`config.mk`:
```
export PLATFORM = sky130hd
export DESIGN_NAME = addr_carry_look_ahead
export DESIGN_NICKNAME = d
export VERILOG_FILES = /design/src/rtl/addr_carry_look_ahead.sv
export SDC_FILE = /design/constraint.sdc
export NUM_CORES = 1
export LEC_CHECK = 0
export ABC_AREA = 1
export ABC_CLOCK_PERIOD_IN_PS = 900
export CORE_UTILIZATION = 41
export CTS_CLUSTER_DIAMETER = 60
export DETAILED_ROUTE_END_ITERATION = 10
export GPL_TIMING_DRIVEN = 1
export PLACE_DENSITY = 0.82
export SETUP_SLACK_MARGIN = 0.05
export SLEW_MARGIN = 20
export SYNTH_ARGS = -nofsm -noshare
export SYNTH_HDL_FRONTEND = slang
export SYNTH_SLANG_ARGS = --single-unit
```
`constraint.sdc`:
```
create_clock -name iw_clk -period 0.9 [get_ports iw_clk]
set_input_delay 0.18 -clock iw_clk [delete_from_list [all_inputs] [get_ports iw_clk]]
set_output_delay 0.18 -clock iw_clk [all_outputs]
set_load 0.005 [all_outputs]
```
`src/rtl/addr_carry_look_ahead.sv`:
```
// Carry-lookahead adder: X + Y + carry-in, with the carry, propagate and generate
// vectors exported. Two-level lookahead (4-bit groups), all outputs registered.
module addr_carry_look_ahead #(
    parameter int unsigned p_WIDTH = 4
) (
    input  logic               iw_clk,
    input  logic               iw_rst,
    input  logic [p_WIDTH-1:0] iv_x,
    input  logic [p_WIDTH-1:0] iv_y,
    input  logic               iw_carry,
    output logic [p_WIDTH:0]   ov_carry,
    output logic [p_WIDTH:0]   ov_sum,
    output logic [p_WIDTH:0]   ov_cs,
    output logic [p_WIDTH:0]   ov_output
);

    localparam int unsigned GROUP = 4;
    localparam int unsigned NG    = (p_WIDTH + GROUP - 1) / GROUP;
    localparam int          W_I   = int'(p_WIDTH);
    localparam int          NG_I  = int'(NG);

    logic [p_WIDTH-1:0] p;
    logic [p_WIDTH-1:0] g;
    logic [NG-1:0]      grp_g;
    logic [NG-1:0]      grp_p;
    logic [NG:0]        grp_c;
    logic [p_WIDTH:0]   c;
    logic [p_WIDTH:0]   result_c;

    logic gp_run;
    logic lc_run;
    logic lc_acc;
    logic bc_run;
    logic bc_acc;

    assign p = iv_x ^ iv_y;
    assign g = iv_x & iv_y;

    // Group generate/propagate; the last group only spans the bits that exist.
    always_comb begin
        grp_g  = '0;
        grp_p  = '0;
        gp_run = 1'b0;
        for (int k = 0; k < NG_I; k++) begin
            gp_run = 1'b1;
            for (int j = ((4 * k + 3 < W_I) ? 3 : (W_I - 1 - 4 * k)); j >= 0; j--) begin
                grp_g[k] = grp_g[k] | (g[4 * k + j] & gp_run);
                gp_run   = gp_run & p[4 * k + j];
            end
            grp_p[k] = gp_run;
        end
    end

    // Second level: each group carry is a flat sum of products over lower groups.
    always_comb begin
        grp_c    = '0;
        grp_c[0] = iw_carry;
        lc_run   = 1'b0;
        lc_acc   = 1'b0;
        for (int k = 0; k < NG_I; k++) begin
            lc_run = 1'b1;
            lc_acc = 1'b0;
            for (int j = k; j >= 0; j--) begin
                lc_acc = lc_acc | (grp_g[j] & lc_run);
                lc_run = lc_run & grp_p[j];
            end
            grp_c[k + 1] = lc_acc | (lc_run & iw_carry);
        end
    end

    // Bit carries inside each group, expanded from that group's carry-in.
    always_comb begin
        c      = '0;
        bc_run = 1'b0;
        bc_acc = 1'b0;
        for (int k = 0; k < NG_I; k++) begin
            for (int i = 0; (i < 4) && (4 * k + i < W_I); i++) begin
                bc_run = 1'b1;
                bc_acc = 1'b0;
                for (int j = i - 1; j >= 0; j--) begin
                    bc_acc = bc_acc | (g[4 * k + j] & bc_run);
                    bc_run = bc_run & p[4 * k + j];
                end
                c[4 * k + i] = bc_acc | (bc_run & grp_c[k]);
            end
        end
        c[p_WIDTH] = grp_c[NG];
    end

    assign result_c = {c[p_WIDTH], p ^ c[p_WIDTH-1:0]};

    // Output registers; reset clears them immediately.
    always_ff @(posedge iw_clk or posedge iw_rst) begin
        if (iw_rst) begin
            ov_carry  <= '0;
            ov_sum    <= '0;
            ov_cs     <= '0;
            ov_output <= '0;
        end else begin
            ov_carry  <= c;
            ov_sum    <= {1'b0, p};
            ov_cs     <= {1'b0, g};
            ov_output <= result_c;
        end
    end

endmodule

```
==> results of run 1 <==
==> Yosys cell counts <==
cell / n / share of area
a21oi_1: 1 / 0.0079
nor2_1: 1 / 0.0059
nand4_1: 2 / 0.020
conb_1: 1 / 0.0059
fa_1: 1 / 0.032
inv_1: 4 / 0.024
nand2_2: 3 / 0.030
or2_1: 1 / 0.0099
xor2_1: 1 / 0.014
nand3_1: 4 / 0.032
buf_4: 3 / 0.036
dfrtp_1: 17 / 0.67
nand2_1: 6 / 0.036
ha_1: 4 / 0.079
==> metal layers <==
metal	up-vias	part of all wire	routed length [microns]
met5	-	0	0
met4	0	0.019	25
met3	2	0.057	77
met2	15	0.52	702
met1	225	0.40	534
li1	218	-	-
==> through the flow <==
stage                util  worst slack, ns  total power, uW
global route        0.680           -0.131             1710
global placement    0.737           -0.553             1290
finish              0.680          -0.0726             1600
detailed placement  0.737           -0.574             1300
CTS                 0.695          -0.0844             1620
floorplan               -          -0.0362             1040
==> registers in the layout, summed over array words and instances, names as in the netlist <==
name / cells
ov_cs: 4
ov_sum: 4
ov_carry: 5
ov_output: 4
==> cell type report <==
| type | instances | area [sq um] | area share |
|---|---|---|---|
| clock buffer | 4 | 26.3 | 0.0283 |
| inverter | 4 | 15.0 | 0.0162 |
| multi-input combinational | 26 | 245 | 0.264 |
| sequential | 17 | 425 | 0.458 |
| tap | 15 | 18.8 | 0.0202 |
| timing repair buffer | 32 | 199 | 0.214 |
==> where the power goes <==
part	total (uW)	switching (uW)	internal [uW]	leakage, uW
clock	402	230	172	0.0000150
combinational	339	166	173	0.000271
sequential	861	19.5	841	0.000205
total	1600	416	1190	0.000491
==> logic make-up after synthesis <==
kind of cell	after synthesis	share of synthesized area
simple gates	17	0.132
flops	17	0.671
buf+inv	7	0.0592
fa+ha+maj	5	0.110
compound gates	1	0.00788
xor+xnor	1	0.0138
other cells	1	0.00591
==> repair_timing <==
item,CTS,global route
pin swaps,4,1
setup buffers,0,0
resized for setup,93,4
setup endpoints to repair,28,21
==> worst max path at each step <==
stage | depth (start not counted) | endpoint | slack (ns)
after floorplan | 6 | ov_output[3] | -0.04
after global placement | 7 | ov_output[3] | -0.55
after detailed placement | 7 | ov_output[3] | -0.57
after CTS | 1 | ov_sum[1] | -0.08
after global routing | 1 | ov_output[4] | -0.13
final | 1 | ov_sum[1] | -0.07
==> results.txt, run 1 <==
Final Hold Vio Count: 0
Drt via density: 4.69
Top delay family on crit path: flip-flops
CTS Buf Count: 3
Port Buffers: 28
Placed insts: 94
Die Span X: 41.3 microns
DP Area: 1010 sq um
GRT met2 Usage: 0.301
Hold Startpoint: iv_y[2]
Core Area: 1370 sq um
Warnings, synthesis: 0
Crit-path max cell delay: 0.38 ns
Deepest clock path buffer count: 2
Post-layout min period: 0.973 ns
CTS H-tree depth: 1
RSZ-0062 raised after global routing: true
First-pass GRT wire length: 2080 microns
DR WL/cell: 13.7 microns
Power per cell area: 1720 nW/um^2
Post-Route WL: 1340 microns
GRT Residual Overflow: 0
Final Max Slew Viols: 0
M1 GR Usage: 0.259
DR iter-0 viols: 1
Fin crit share: 1.08
GR Util met3: 0.0479
Library cells used by synthesis: 14
Hold depth: 2
Cells after Synth: 49
Fraction of layout cells with a size suffix above 1: 0.506
P&R area growth vs syn: 46.5%
Hold endpoint: ov_cs[2]
DRC viols: 0
Largest net degree at the start of global routing: 18
Initial Util: 0.464
Hold-fix buffers, CTS: 0
Avg Inst Size Synth: 12.9 sq um
Busiest layer in global routing: met2
Status: finished with violations
Endpoints failing setup: 18
Gr usage total: 0.205
Critical Path Source Type: flop
Row cnt: 13
# diodes: 0
CTS root buffer: clkbuf_4
Leak Pwr: 0.000491 uW
Commonest non-fill, non-tap cell in the layout: buf_2
I/O pin total: 31
Worst path cell trace: buf_2
Die height: 41.3 microns
DP HPWL: 951 microns
Worst min-delay path category: input pin to flop
Final Net Count: 100
Clk sinks: 17
Setup TNS: -1.02 ns
Die ar.: 1710 sq um
Post-route antenna net violation count: 0
Worst path slowest cell: dfrtp_1
Initial antenna violation count: 0
WP buf/inv: 1
Vias in the first global route: 428
Critical-path maximum fanout: 1
Seq cells post-synth: 17
GPL Wtd Cong: 0.772
Worst setup margin: -0.0726 ns
Worst-path clk slew: 0.10 ns
CTS tree: yes
CP Class: flop to output port
Finished Layout Cells: 98
Pre-antenna DRT Iters: 4
Fmax: 1030 MHz
WP data arrival: 0.79 ns
Post-route cell area: 930 sq um
CP required: 0.72 ns
Seq/Total Area, Yosys: 0.671
Max cap viols: 0
Commonest non-fill, non-tap cells in the layout: buf_2 (20), dfrtp_1 (17), nand2_1 (5)
DR vias: 460
Fill count: 112
Maximum VDD drop: 1.18 mV
Violated checks: setup timing
CP startpoint: ov_sum[1]
Synthesized area: 634 sq um
CP Capture Type: output port
Final hold slack: 0.159 ns
Note: power is estimated with default switching activity, not from simulation.
==> run 2, diff against run 1 <==
--- a/config.mk
+++ b/config.mk
@@ -6,7 +6,6 @@
 export NUM_CORES = 1
 export LEC_CHECK = 0
 export ABC_AREA = 1
-export ABC_CLOCK_PERIOD_IN_PS = 900
 export CORE_UTILIZATION = 41
 export CTS_CLUSTER_DIAMETER = 60
 export DETAILED_ROUTE_END_ITERATION = 10
==> results of run 2 <==
The final DEF is identical to that of run 1; final timing and power are the same.
==> run 3, diff against run 2 <==
==> constraint.sdc (replaced) <==
create_clock -name iw_clk -period 1.14 [get_ports iw_clk]
set_input_delay 0.228 -clock iw_clk [delete_from_list [all_inputs] [get_ports iw_clk]]
set_output_delay 0.228 -clock iw_clk [all_outputs]
set_load 0.005 [all_outputs]
==> results.txt, run 3 (synthesized netlist as in run 1, its figures left out) <==
DP Area: 965 sq um (-4.2%)
Post-Route WL: 1350 microns (+0.67%)
Fraction of layout cells with a size suffix above 1: 0.400 (-0.106)
Initial antenna violation count: 0 (unchanged)
Die Span X: 41.3 microns (unchanged)
Commonest non-fill, non-tap cells in the layout: dfrtp_1 (17), clkbuf_2 (12)
Post-layout min period: 1.04 ns
CTS H-tree depth: 1 (unchanged)
Die ar.: 1710 sq um (unchanged)
DP HPWL: 1100 microns (+15%)
Gate power share: 0.212 (about the same)
Maximum VDD drop: 1.05 mV (-11%)
Endpoints failing setup: 0 (-18)
Port Buffers: 28 (unchanged)
CTS root buffer: clkbuf_4
CTS tree: yes
GRT Residual Overflow: 0 (unchanged)
Pre-antenna DRT Iters: 4 (unchanged)
Final Net Count: 102 (+2.0%)
Max FFs per register: 5 (unchanged)
Fmax: 960 MHz
Max cap viols: 0 (unchanged)
Largest net degree at the start of global routing: 18 (unchanged)
P&R area growth vs syn: 46.4%
CP required: 1.31 ns (+0.59 ns)
Fin crit share: 0.914
I/O pin total: 31 (unchanged)
DR WL/cell: 13.5 microns (-1.3%)
Power per cell area: 1350 nW/um^2 (-22%)
RSZ-0062 raised after global routing: false
Overall Power: 1250 uW (-22%)
Drt via density: 4.70 (+0.13%)
P_sw: 312 uW (-25%)
# diodes: 0 (unchanged)
Worst min-delay path category: input pin to asynchronous set/reset pin
Vias in the first global route: 406 (-5.1%)
Critical-path maximum fanout: 2 (+1)
Post-route cell area: 928 sq um (-0.13%)
Int Power: 938 uW (-21%)
Status: finished, final reports clean
Final Hold Vio Count: 0 (unchanged)
Initial Util: 0.464 (unchanged)
Gr usage total: 0.176 (-0.0294)
Final Max Slew Viols: 0 (unchanged)
WP data arrival: 1.22 ns (+0.43 ns)
DRC viols: 0 (unchanged)
CP Class: input pin to flop
Switching Share: 0.250 (-0.00969)
Post-route antenna net violation count: 0 (unchanged)
Fill count: 114 (+1.8%)
Deepest clock path buffer count: 2 (unchanged)
First-pass GRT wire length: 1790 microns (-14%)
Critical Path Source Type: input pin
CP Capture Type: flop
Clk sinks: 17 (unchanged)
Leak Pwr: 0.000487 uW (-0.79%)
Commonest non-fill, non-tap cell in the layout: dfrtp_1
Setup TNS: 0 ns (+1.02 ns)
Seq pwr share: 0.544 (+0.007)
Worst-path clk slew: 0.09 ns (about the same)
DR vias: 470 (+2.2%)
DR iter-0 viols: 4 (+3)
Register with the most flip-flops: ov_carry
Core Area: 1370 sq um (unchanged)
CTS Buf Count: 3 (unchanged)
Die height: 41.3 microns (unchanged)
GPL Wtd Cong: 0.741 (-4.0%)
Clock power frac: 0.244 (-0.007)
Row cnt: 13 (unchanged)
-- run 3: cell types whose count changed in the layout (fill, tap and decap cells not counted) --
cell             change
buf_2               -14
clkbuf_2             +8
buf_4                +3
clkdlybuf4s50_1      +3
dlygate4sd2_1        +3
nand3_1              +2
nand3_2              -2
buf_12               -1
ha_1                 +1
ha_4                 -1
nand2_1              +1
nand2_4              -1
-- run 3: per-layer routing --
layer / track usage / up-vias / wire [microns]
met4: 0.0968 / 0 / 0
met2: 0.313 / 16 / 757
met3: 0.0319 / 0 / 72
met5: 0 / - / 0
met1: 0.196 / 226 / 519
li1: - / 228 / -
-- run 3: repair_timing --
action	in CTS	in global routing
gates resized for setup	56	13
hold buffers	0	0
buffers inserted	1	0
setup endpoints to repair	24	13
pin swaps	1	0
cloned	0	0
-- run 3: power by group through the flow --
stage | registers (uW) | logic [uW] | clock network, uW
finish | 680 | 265 | 305
detailed placement | 695 | 325 | 0
global placement | 692 | 308 | 0
floorplan | 703 | 103 | 0
global route | 688 | 296 | 338
CTS | 682 | 296 | 315
-- run 3: worst max-delay path, cell delays in order --
cell and delay (ns):
clkdlybuf4s50_1 0.45, fa_2 0.37, xor2_1 0.16
-- run 3: final timing paths --
check	from	to	slack, ns	depth (start not counted)
max in group asynchronous	iw_rst	ov_carry[1]	0.72	3
worst min-delay path	iw_rst	ov_cs[1]	0.24	3
worst max-delay path	iw_carry	ov_output[1]	0.1	3
min in group iw_clk	iv_y[1]	ov_cs[1]	0.37	2
-- run 3: final cells by class --
| class | instances | area [sq um] | share of cell area |
|---|---|---|---|
| multi-input cells | 26 | 215 | 0.232 |
| clock buffers | 4 | 26.3 | 0.0283 |
| flip-flops and latches | 17 | 425 | 0.458 |
| repair buffers | 34 | 228 | 0.245 |
| inverters | 4 | 15.0 | 0.0162 |
| well taps | 15 | 18.8 | 0.0202 |
-- run 3: stage by stage --
step                cells  setup slack, ns  utilization  hold slack [ns]
global placement       95           -0.376        0.706            0.549
finish                100           0.0980        0.679            0.243
CTS                   100           0.0242        0.728            0.247
floorplan              50            0.105            -            0.154
detailed placement     95           -0.421        0.706            0.555
global route          100           0.0707        0.679            0.314
